## src/rtl/blowfish_round_ctrl_if.sv

```systemverilog
// Request/result handshake between a block requester and the Blowfish round controller.
interface blowfish_round_ctrl_if;
  logic in_valid;
  logic in_decrypt;
  logic in_ready;
  logic out_valid;
  logic out_ready;

  modport master (
    output in_valid, in_decrypt, out_ready,
    input  in_ready, out_valid
  );

  modport slave (
    input  in_valid, in_decrypt, out_ready,
    output in_ready, out_valid
  );
endinterface

```

## src/rtl/blowfish_round_ctrl.sv

```systemverilog
// Control sequencer for an iterative Blowfish round datapath: load, ROUNDS Feistel
// steps with P-array indices ascending (encrypt) or descending (decrypt), whitening, deliver.
module blowfish_round_ctrl #(
  parameter int ROUNDS = 16,
  parameter int PIDX_W = 5
) (
  input  logic                clk,
  input  logic                rst,
  input  logic                key_ready,
  blowfish_round_ctrl_if.slave hs,
  output logic                dp_load,
  output logic                dp_round,
  output logic                dp_final,
  output logic [PIDX_W-1:0]   p_idx_a,
  output logic [PIDX_W-1:0]   p_idx_b,
  output logic                busy,
  output logic                abort
);

  localparam logic [PIDX_W-1:0] LAST_RND = PIDX_W'(ROUNDS - 1);
  localparam logic [PIDX_W-1:0] P_TOP    = PIDX_W'(ROUNDS + 1);
  localparam logic [PIDX_W-1:0] P_FIN    = PIDX_W'(ROUNDS);
  localparam logic [PIDX_W-1:0] P_ONE    = PIDX_W'(1);

  typedef enum logic [1:0] {IDLE, ROUND, FINAL, DONE} state_t;

  state_t            state, state_nx;
  logic [PIDX_W-1:0] rnd, rnd_nx;
  logic              mode, mode_nx;
  logic              abort_nx;
  logic              accept;

  always_ff @(posedge clk or posedge rst) begin
    if (rst) begin
      state <= IDLE;
      rnd   <= '0;
      mode  <= 1'b0;
      abort <= 1'b0;
    end else begin
      state <= state_nx;
      rnd   <= rnd_nx;
      mode  <= mode_nx;
      abort <= abort_nx;
    end
  end

  // Acceptance is gated by rst as well so nothing is offered while reset is held.
  assign accept = (state == IDLE) & key_ready & ~rst & hs.in_valid;

  always_comb begin
    state_nx     = state;
    rnd_nx       = rnd;
    mode_nx      = mode;
    abort_nx     = 1'b0;
    hs.in_ready  = 1'b0;
    hs.out_valid = 1'b0;
    dp_load      = 1'b0;
    dp_round     = 1'b0;
    dp_final     = 1'b0;
    p_idx_a      = '0;
    p_idx_b      = '0;
    busy         = 1'b0;

    case (state)
      IDLE: begin
        hs.in_ready = key_ready & ~rst;
        dp_load     = accept;
        if (accept) begin
          mode_nx  = hs.in_decrypt;
          rnd_nx   = '0;
          state_nx = ROUND;
        end
      end
      ROUND: begin
        busy     = 1'b1;
        dp_round = 1'b1;
        p_idx_a  = mode ? (P_TOP - rnd) : rnd;
        rnd_nx   = rnd + 1'b1;
        if (rnd == LAST_RND) state_nx = FINAL;
        if (!key_ready) begin
          state_nx = IDLE;
          rnd_nx   = '0;
          abort_nx = 1'b1;
        end
      end
      FINAL: begin
        busy     = 1'b1;
        dp_final = 1'b1;
        p_idx_a  = mode ? P_ONE : P_FIN;
        p_idx_b  = mode ? '0 : P_TOP;
        state_nx = DONE;
        if (!key_ready) begin
          state_nx = IDLE;
          rnd_nx   = '0;
          abort_nx = 1'b1;
        end
      end
      DONE: begin
        busy         = 1'b1;
        hs.out_valid = 1'b1;
        if (hs.out_ready) state_nx = IDLE;
      end
      default: state_nx = IDLE;
    endcase
  end

endmodule

```

## src/flat_wrapper.sv

```systemverilog
// flat-port wrapper written by rule: the top's interface ports become plain ports
module blowfish_round_ctrl_flat 
#(
  parameter int ROUNDS = 16,
  parameter int PIDX_W = 5
)
  (clk, rst, key_ready, dp_load, dp_round, dp_final, p_idx_a, p_idx_b, busy, abort, hs_in_valid, hs_in_decrypt, hs_out_ready, hs_in_ready, hs_out_valid);
  blowfish_round_ctrl_if hs_i ();
  input  logic clk;
  input  logic rst;
  input  logic key_ready;
  output logic dp_load;
  output logic dp_round;
  output logic dp_final;
  output logic [PIDX_W-1:0] p_idx_a;
  output logic [PIDX_W-1:0] p_idx_b;
  output logic busy;
  output logic abort;
  input wire logic [$bits(hs_i.in_valid)-1:0] hs_in_valid;
  input wire logic [$bits(hs_i.in_decrypt)-1:0] hs_in_decrypt;
  input wire logic [$bits(hs_i.out_ready)-1:0] hs_out_ready;
  output wire logic [$bits(hs_i.in_ready)-1:0] hs_in_ready;
  output wire logic [$bits(hs_i.out_valid)-1:0] hs_out_valid;
  assign hs_i.in_valid = hs_in_valid;
  assign hs_i.in_decrypt = hs_in_decrypt;
  assign hs_i.out_ready = hs_out_ready;
  assign hs_in_ready = hs_i.in_ready;
  assign hs_out_valid = hs_i.out_valid;
  blowfish_round_ctrl #(.ROUNDS(ROUNDS), .PIDX_W(PIDX_W)) u_core (.clk(clk), .rst(rst), .key_ready(key_ready), .hs(hs_i), .dp_load(dp_load), .dp_round(dp_round), .dp_final(dp_final), .p_idx_a(p_idx_a), .p_idx_b(p_idx_b), .busy(busy), .abort(abort));
endmodule
```

## config.mk

```make
export PLATFORM = sky130hd
export DESIGN_NAME = blowfish_round_ctrl_flat
export DESIGN_NICKNAME = d
export VERILOG_FILES = /design/src/rtl/blowfish_round_ctrl_if.sv /design/src/rtl/blowfish_round_ctrl.sv /design/src/flat_wrapper.sv
export SDC_FILE = /design/constraint.sdc
export NUM_CORES = 1
export LEC_CHECK = 0
export CAP_MARGIN = 20
export CORE_UTILIZATION = 35
export DETAILED_ROUTE_END_ITERATION = 16
export SLEW_MARGIN = 30
export SYNTH_ARGS = -nofsm -noshare
export SYNTH_HDL_FRONTEND = slang
export SYNTH_SLANG_ARGS = --single-unit
```

## constraint.sdc

```tcl
create_clock -name clk -period 2.9 [get_ports clk]
set_input_delay 0.435 -clock clk [delete_from_list [all_inputs] [get_ports clk]]
set_output_delay 0.435 -clock clk [all_outputs]
set_load 0.05 [all_outputs]
```

After elaboration in Yosys (flattened, before gate mapping)

Index checks and enable logic that the tools add are counted.

Register bits after elaboration: 9
Bits of input ports: 6
Word-level logic and storage cells: 49

$add $sub $neg: 2
Equal/unequal tests: 8
Muxes and demuxes: 23
Bitwise logic cells: 5
Reduce and logical (&&, ||, !) cells: 7

Operators with widths:

| kind                | count |
|---|---|
| $mux 5              | 7 |
| $pmux 5 s3          | 1 |
| $mux 2              | 5 |
| $pmux 5 s2          | 1 |
| $mux 1              | 8 |
| $pmux 2 s4          | 1 |
| $reduce_and 3->1    | 2 |
| $add 5x1->5 const B | 1 |
| $eq 5x4->1 const B  | 1 |
| $sub 5x5->5 const A | 1 |
| $and 1x1->1         | 4 |
| $eq 2x2->1 const B  | 2 |
| $ne 2x2->1 const B  | 2 |
| $ne 3x2->1 const B  | 1 |
| $reduce_bool 3->1   | 1 |
| $reduce_or 3->1     | 1 |
| $eq 2x1->1 const B  | 1 |
| $logic_not 2->1     | 1 |
| $ne 2x1->1 const B  | 1 |
| $reduce_and 2->1    | 1 |
| $reduce_or 2->1     | 1 |
| $not 1->1           | 1 |

Logic depth before layout (Yosys ltp)

Gate-level depths: netlist of run 1.

Depth in word-level cells: 6
Mapped depth: 6
Gate-level depth less buffers: 6

Least setup slack after synthesis of run 1

No wires, ideal clock.

Path kind: reg-to-output
Start point: register u_core.state[0]
End point: output p_idx_a[4]
Data arrival time: 2.577 ns
Data required time: 2.465 ns
Setup slack: -0.112 ns
Cell stages (with the launch flop): 6
Cell sequence: dfrtp_1 inv_1 ha_1 nor2b_1 nand2_1 o21ai_1

Longest elaborated chain between the ends: 2
Elaborated cells between the ends (all ways): 3
Those cells by class: eq/ne: 2; mux: 1

Ends and longest elaborated chain:

| item                                            | line                      | RTL |
|---|---|---|
| start: declaration                              | blowfish_round_ctrl.sv:27 | `state_t state, state_nx;` |
| start signal: assignment                        | blowfish_round_ctrl.sv:40 | `state <= state_nx;` |
| $eq 2x2->1 / $eq 2x1->1 (equally long branches) | blowfish_round_ctrl.sv:64 | `case (state)` |
| $pmux 5 s2 (*)                                  | blowfish_round_ctrl.sv:64 |  |
| end: declaration                                | flat_wrapper.sv:15        | `output logic [PIDX_W-1:0] p_idx_a;` |

Every way passes the cells marked *; elsewhere a longest branch is shown, timed or not.

Worst setup path in the final report of run 1

Start point: register u_core.state[1]
End point: output p_idx_a[4]

Same word-level chain as after synthesis.

==> key figures, run 1 <==
Run status
  • Status: complete, no violations

Timing
  • Final slew viol count: 0
  • Slew Limit Headroom: 66.32%
  • Fmax: 0.3637 GHz
  • Clk_skew: 0.009592 ns
  • Slew @ Worst Pin: 0.5037 ns
  • Final WS setup: 0.1508 ns
  • Setup TNS: 0 ns
  • # setup viols final: 0
  • RSZ-0062 raised after global routing: false
  • Final Critical Period: 2.749 ns
  • Final hold viol count: 0
  • Fin Hold WS: 0.4903 ns
  • Fin crit share: 94.80%

Floorplan
  • Total die area: 2424 sq um
  • CORE AREA: 2022 sq um
  • Die W: 49.23 um
  • I/O pins: 23
  • Initial core utilization: 38.61%
  • Cell Rows: 16
  • Die H: 49.23 um

Layout
  • Most common cell after layout, fill and taps aside: clkdlybuf4s50_1
  • Final design utilization: 50.25%
  • Area delta synth->final: 30.13%
  • Design area: 1016 sq um
  • Layout cells sized above 1: 12.62%
  • Layout Cells excl Fill: 130
  • Nets@finish: 120
  • Layout fillers: 199
  • Number of diodes: 0
  • Most frequent cells in the layout: 16 x clkdlybuf4s50_1, 10 x inv_1, 10 x ha_1

Clocking
  • CTS tree: yes
  • Total CTS buffers: 3
  • Post-CTS Setup Inserts: 0
  • Clock root buffer: clkbuf_4
  • H-tree Lvls: 1
  • Clock transition at path regs: 0.07 ns
  • Hold_buf cts: 0
  • Sink Count: 9
  • Clk_lat worst skew: 0.26 ns
  • Clock buffer depth: 2
  • CTS resizes: 0

Drt
  • Vias/cell: 4.869
  • Wirelength per Cell: 12.28 um
  • DRC Markers: 0
  • Post-Route WL: 1596 um
  • Violation count after the first detailed-route iteration: 17
  • ANT nets after route: 0
  • DRT Pass-1 Iters: 4
  • Routed vias: 633

Global route
  • Largest net degree at the start of global routing: 12
  • Vias in the first global route: 557
  • First-pass GRT wire length: 2615 um
  • Grt ovf: 0
  • Initial antenna violation count: 0
  • Global-route total usage across every layer: 14.34%

Logic synthesis
  • Yosys warnings: 0
  • Primary FF master, synth: dfrtp_1
  • Post-synth EDFFs: 0
  • Post-synthesis sequential area ratio: 28.85%
  • FFs w/ async S/R, synth: 100.0%
  • Post-Syn Area: 780.7 sq um
  • Synthesis-stage register bit count: 9
  • Cells after Synth: 81
  • Syn_area_per_cell: 9.639 sq um
  • Synth cell types: 32

Setup path
  • Critical Path Start Type: flip-flop
  • Crit path required time: 2.47 ns
  • Worst Path Arrival: 2.31 ns
  • CP max FO: 9
  • WS Path Type: flip-flop to primary output
  • Worst setup EP type: primary output

Place
  • Worst slack, placed: 0.3897 ns
  • HPWL Detailed: 1301 um
  • Placed Area: 987.2 sq um
  • PortBufs: 19
  • Inst Count DP: 126
  • Gpl congestion: 0.8084

Pwr
  • LEAKAGE: 0.4895 nW
  • P per Cell Area: 1024 nW/um^2
  • Peak supply drop: 0.4817 mV
  • Tot Pwr: 1.041 mW

Worst hold path
  • Hold crit path type: input port to asynchronous set/reset pin

Job
  • Max-cap viol count: 0
## final cells by class
cell class                      count  area (sq um)  area share [%]
Multi-Input combinational cell     59         490.5           48.28
Sequential cell                     9         225.2           22.17
Timing Repair Buffer               21         202.7           19.95
Inverter                           10         37.54           3.695
Tap cell                           27         33.78           3.325
Clock buffer                        4         26.28           2.586
## synthesized netlist by cell type (2+ instances only)
| cell type | instances | area share (%) |
|---|---|---|
| ha_1 | 10 | 16 |
| inv_1 | 10 | 4.8 |
| dfrtp_1 | 9 | 29 |
| nor2_1 | 6 | 2.9 |
| buf_4 | 5 | 4.8 |
| mux2i_1 | 4 | 5.1 |
| nor2b_1 | 4 | 3.2 |
| nand2_1 | 3 | 1.4 |
| a221o_1 | 2 | 2.6 |
| a221oi_2 | 2 | 3.8 |
| and3_1 | 2 | 1.6 |
| mux2_1 | 2 | 2.9 |
| o21ai_0 | 2 | 1.3 |
| xnor2_1 | 2 | 2.2 |
## cell families (layout without fill, tap and decap cells)
kind of cell               Yosys count  after routing  synth area share [%]
buffers and inverters               15             35                 9.616
adders and majority gates           10             10                 16.03
xor gates and xnor gates             2              2                 2.244
other                                1              3                0.4803
muxes                                7              7                 9.455
and+or+nand+nor                     24             24                 19.07
DFF                                  9              9                 28.85
AOI/OAI and AO/OA                   13             13                 14.26
## worst paths after layout
path | end | slack, ns | cells after the start | start
worst max-delay path | p_idx_a[4] | 0.15 | 5 | u_core.state[1]
worst min-delay path | u_core.state[1] | 0.49 | 3 | rst
worst max register to register | u_core.rnd[0] | 1.06 | 6 | u_core.state[0]
worst min register to register | u_core.rnd[4] | 0.55 | 1 | u_core.rnd[4]
max in group asynchronous | u_core.rnd[1] | 2.26 | 3 | rst
min in group clk | u_core.rnd[4] | 0.55 | 1 | u_core.rnd[4]
## critical path, stage by stage (launching register included)
cell             delay [ns]
dfrtp_1                0.42
inv_1                  0.13
ha_1                   0.35
nand2_1                0.17
o21ai_1                0.16
clkdlybuf4s50_1        0.81
## report_power, final
| group | internal (mW) | total, mW | switching [mW] |
|---|---|---|---|
| clock | 0.0531 | 0.0988 | 0.0457 |
| sequential | 0.165 | 0.215 | 0.0502 |
| combinational | 0.275 | 0.727 | 0.452 |
## flip-flops by register name, indices dropped and copies added, names as in the netlist
signal        flops
u_core.abort      1
u_core.state      2
u_core.mode       1
u_core.rnd        5
## routing by layer
layer / up-vias / wire length (um) / part of all wire [%] / global-route usage [%]
li1: 323 / - / - / -
met1: 295 / 767 / 48 / 17.96
met2: 15 / 745 / 47 / 22.83
met3: 0 / 84 / 5.3 / 5.919
met4: 0 / 0 / 0 / 2.941
met5: - / 0 / 0 / 0
Note: power is estimated with default switching activity, not from simulation.
==> run 2: changes to the inputs <==
CORE_UTILIZATION = 49   (was 35)
PLACE_DENSITY = 0.82   (was default)
==> key figures, run 2 (same netlist as run 1, synthesis figures left out) <==
Layout
  • Max reg flops: 5 (unchanged)
  • Layout cells sized above 1: 10.89% (-1.7 points)
  • Number of diodes: 0 (unchanged)
  • Biggest regs: u_core.rnd: 5 flops, u_core.state: 2 flops
  • Layout fillers: 124 (-38%)
  • Register area: 225.2 sq um (unchanged)
  • Area delta synth->final: 27.08%
  • Multi-input logic area: 490.5 sq um (unchanged)
  • Most frequent cells in the layout: 14 x clkdlybuf4s50_1, 10 x inv_1, 10 x ha_1
  • Most common cell after layout, fill and taps aside: clkdlybuf4s50_1
  • Nets@finish: 118 (-1.7%)
  • Top reg by flops: u_core.rnd

Clocking
  • Clock transition at path regs: 0.06 ns (about the same)
  • H-tree Lvls: 1 (unchanged)
  • Clock buffer depth: 2 (unchanged)
  • Clock root buffer: clkbuf_4
  • Clk_lat worst skew: 0.26 ns (about the same)
  • Sink Count: 9 (unchanged)
  • Post-CTS Setup Inserts: 0 (unchanged)
  • CTS tree: yes
  • Total CTS buffers: 3 (unchanged)

Timing
  • Fmax: 0.3626 GHz (-0.31%)
  • Final Critical Period: 2.758 ns (+0.008673 ns)
  • # setup viols final: 0 (unchanged)
  • Clk_skew: 0.01024 ns (+0.0006514 ns)
  • RSZ-0062 raised after global routing: false
  • Final WS setup: 0.1421 ns (-0.008673 ns)
  • Final hold viol count: 0 (unchanged)
  • Slew Limit Headroom: 65.60% (-0.71 points)
  • Fin crit share: 95.10% (+0.30 points)
  • Slew @ Worst Pin: 0.5151 ns (+0.01145 ns)
  • Fin Hold WS: 0.5021 ns (+0.01175 ns)
  • Setup TNS: 0 ns (unchanged)
  • Final slew viol count: 0 (unchanged)

Setup path
  • WS Path Type: flip-flop to primary output
  • R2R Setup Slk: 1.16 ns (+0.10 ns)
  • CP max FO: 9 (unchanged)
  • Crit path to: p_idx_a[3]
  • Reg-to-reg endpoint: u_core.rnd[2]
  • Crit path required time: 2.47 ns (about the same)
  • FF-to-FF Start: u_core.state[1]
  • CP Launch Point: u_core.state[1]
  • R2R depth: 5 (-1)
  • Worst setup EP type: primary output
  • Worst Path Arrival: 2.32 ns (about the same)
  • Critical Path Start Type: flip-flop

Place
  • Worst slack, placed: 0.3300 ns (-0.05974 ns)
  • PortBufs: 19 (unchanged)
  • Gpl congestion: 0.7338 (-9.2%)
  • HPWL Detailed: 1218 um (-6.4%)

Global route
  • Global-route total usage across every layer: 19.84% (+5.5 points)
  • First-pass GRT wire length: 2615 um (unchanged)
  • Largest net degree at the start of global routing: 12 (unchanged)
  • Initial antenna violation count: 0 (unchanged)
  • Grt ovf: 0 (unchanged)
  • Vias in the first global route: 611 (+9.7%)

Pwr
  • P per Cell Area: 1041 nW/um^2 (+1.6%)
  • Peak supply drop: 0.5201 mV (+8.0%)
  • LEAKAGE: 0.5148 nW (+5.2%)

Run status
  • Status: complete, no violations

Drt
  • Violation count after the first detailed-route iteration: 9 (-8)
  • ANT nets after route: 0 (unchanged)
  • Wirelength per Cell: 12.91 um (+5.2%)
  • DRT Pass-1 Iters: 4 (unchanged)
  • Routed vias: 646 (+2.1%)
  • DRC Markers: 0 (unchanged)
  • Post-Route WL: 1511 um (-5.3%)
  • Vias/cell: 5.521 (+13%)

Floorplan
  • I/O pins: 23 (unchanged)
  • Die H: 41.92 um (-15%)
  • Cell Rows: 14 (-2)
  • CORE AREA: 1489 sq um (-26%)
  • Initial core utilization: 52.44% (+14 points)
  • Die W: 41.92 um (-15%)
  • Total die area: 1757 sq um (-28%)

Worst hold path
  • Hold crit path type: input port to asynchronous set/reset pin

Job
  • Max-cap viol count: 0 (unchanged)
[run 2: cell count changes in the layout (fill, tap and decap cells not counted)]
cell,previous run,this run
buf_4,4,2
clkdlybuf4s50_1,16,14
dlymetal6s2s_1,1,3
[run 2: metrics by stage]
step | area [sq um] | instances | total power [mW] | utilization, %
detailed placement | 958.4 | 113 | 0.9453 | 64.37
CTS | 984.7 | 117 | 1.042 | 66.13
global route | 992.2 | 117 | 1.107 | 66.64
floorplan | 790.8 | 83 | 0.7535 | -
finish | 992.2 | 117 | 1.033 | 66.64
global placement | 958.4 | 113 | 0.9243 | 64.37
[run 2: per-layer routing]
| layer | GRT usage, % | vias up | share of wire [%] |
|---|---|---|---|
| met3 | 7.826 | 0 | 4.2 |
| li1 | - | 317 | - |
| met1 | 24.23 | 316 | 44 |
| met2 | 33.44 | 13 | 52 |
| met5 | 0 | - | 0 |
| met4 | 3.226 | 0 | 0 |
[run 2: worst max-delay path: stages (launching register included)]
cell and delay [ns]:
dfrtp_1 0.42, inv_1 0.14, ha_1 0.39, nand2_1 0.17
nor2_1 0.13, clkdlybuf4s50_1 0.80
[run 2: where the power goes]
part | total [mW] | switching [mW] | leakage, nW | internal (mW)
Sequential | 0.213 | 0.0481 | 0.119 | 0.165
Clock | 0.0952 | 0.0423 | 0.0150 | 0.0529
Combinational | 0.724 | 0.455 | 0.381 | 0.270
Total | 1.03 | 0.545 | 0.515 | 0.488
[run 2: how the worst min path moves through the flow]
stage                        startpoint         endpoint  cells after the start
after detailed placement  u_core.rnd[4]    u_core.rnd[4]                      1
after floorplan                     rst     u_core.abort                      1
final                               rst  u_core.state[0]                      2
after CTS                           rst  u_core.state[0]                      2
after global placement    u_core.rnd[4]    u_core.rnd[4]                      1
after global routing                rst  u_core.state[0]                      2
[run 2: what timing repair did]
item	4_1_cts	5_1_grt
resized for setup	0	3
setup endpoints to repair	0	3
hold buffers	0	0
[run 2: layout make-up]
type	instances	share of cell area, %
clock buffers	4	2.648
well taps	16	2.018
inverters	10	3.783
multi-input cells	59	49.43
flip-flops and latches	9	22.70
repair buffers	19	19.42
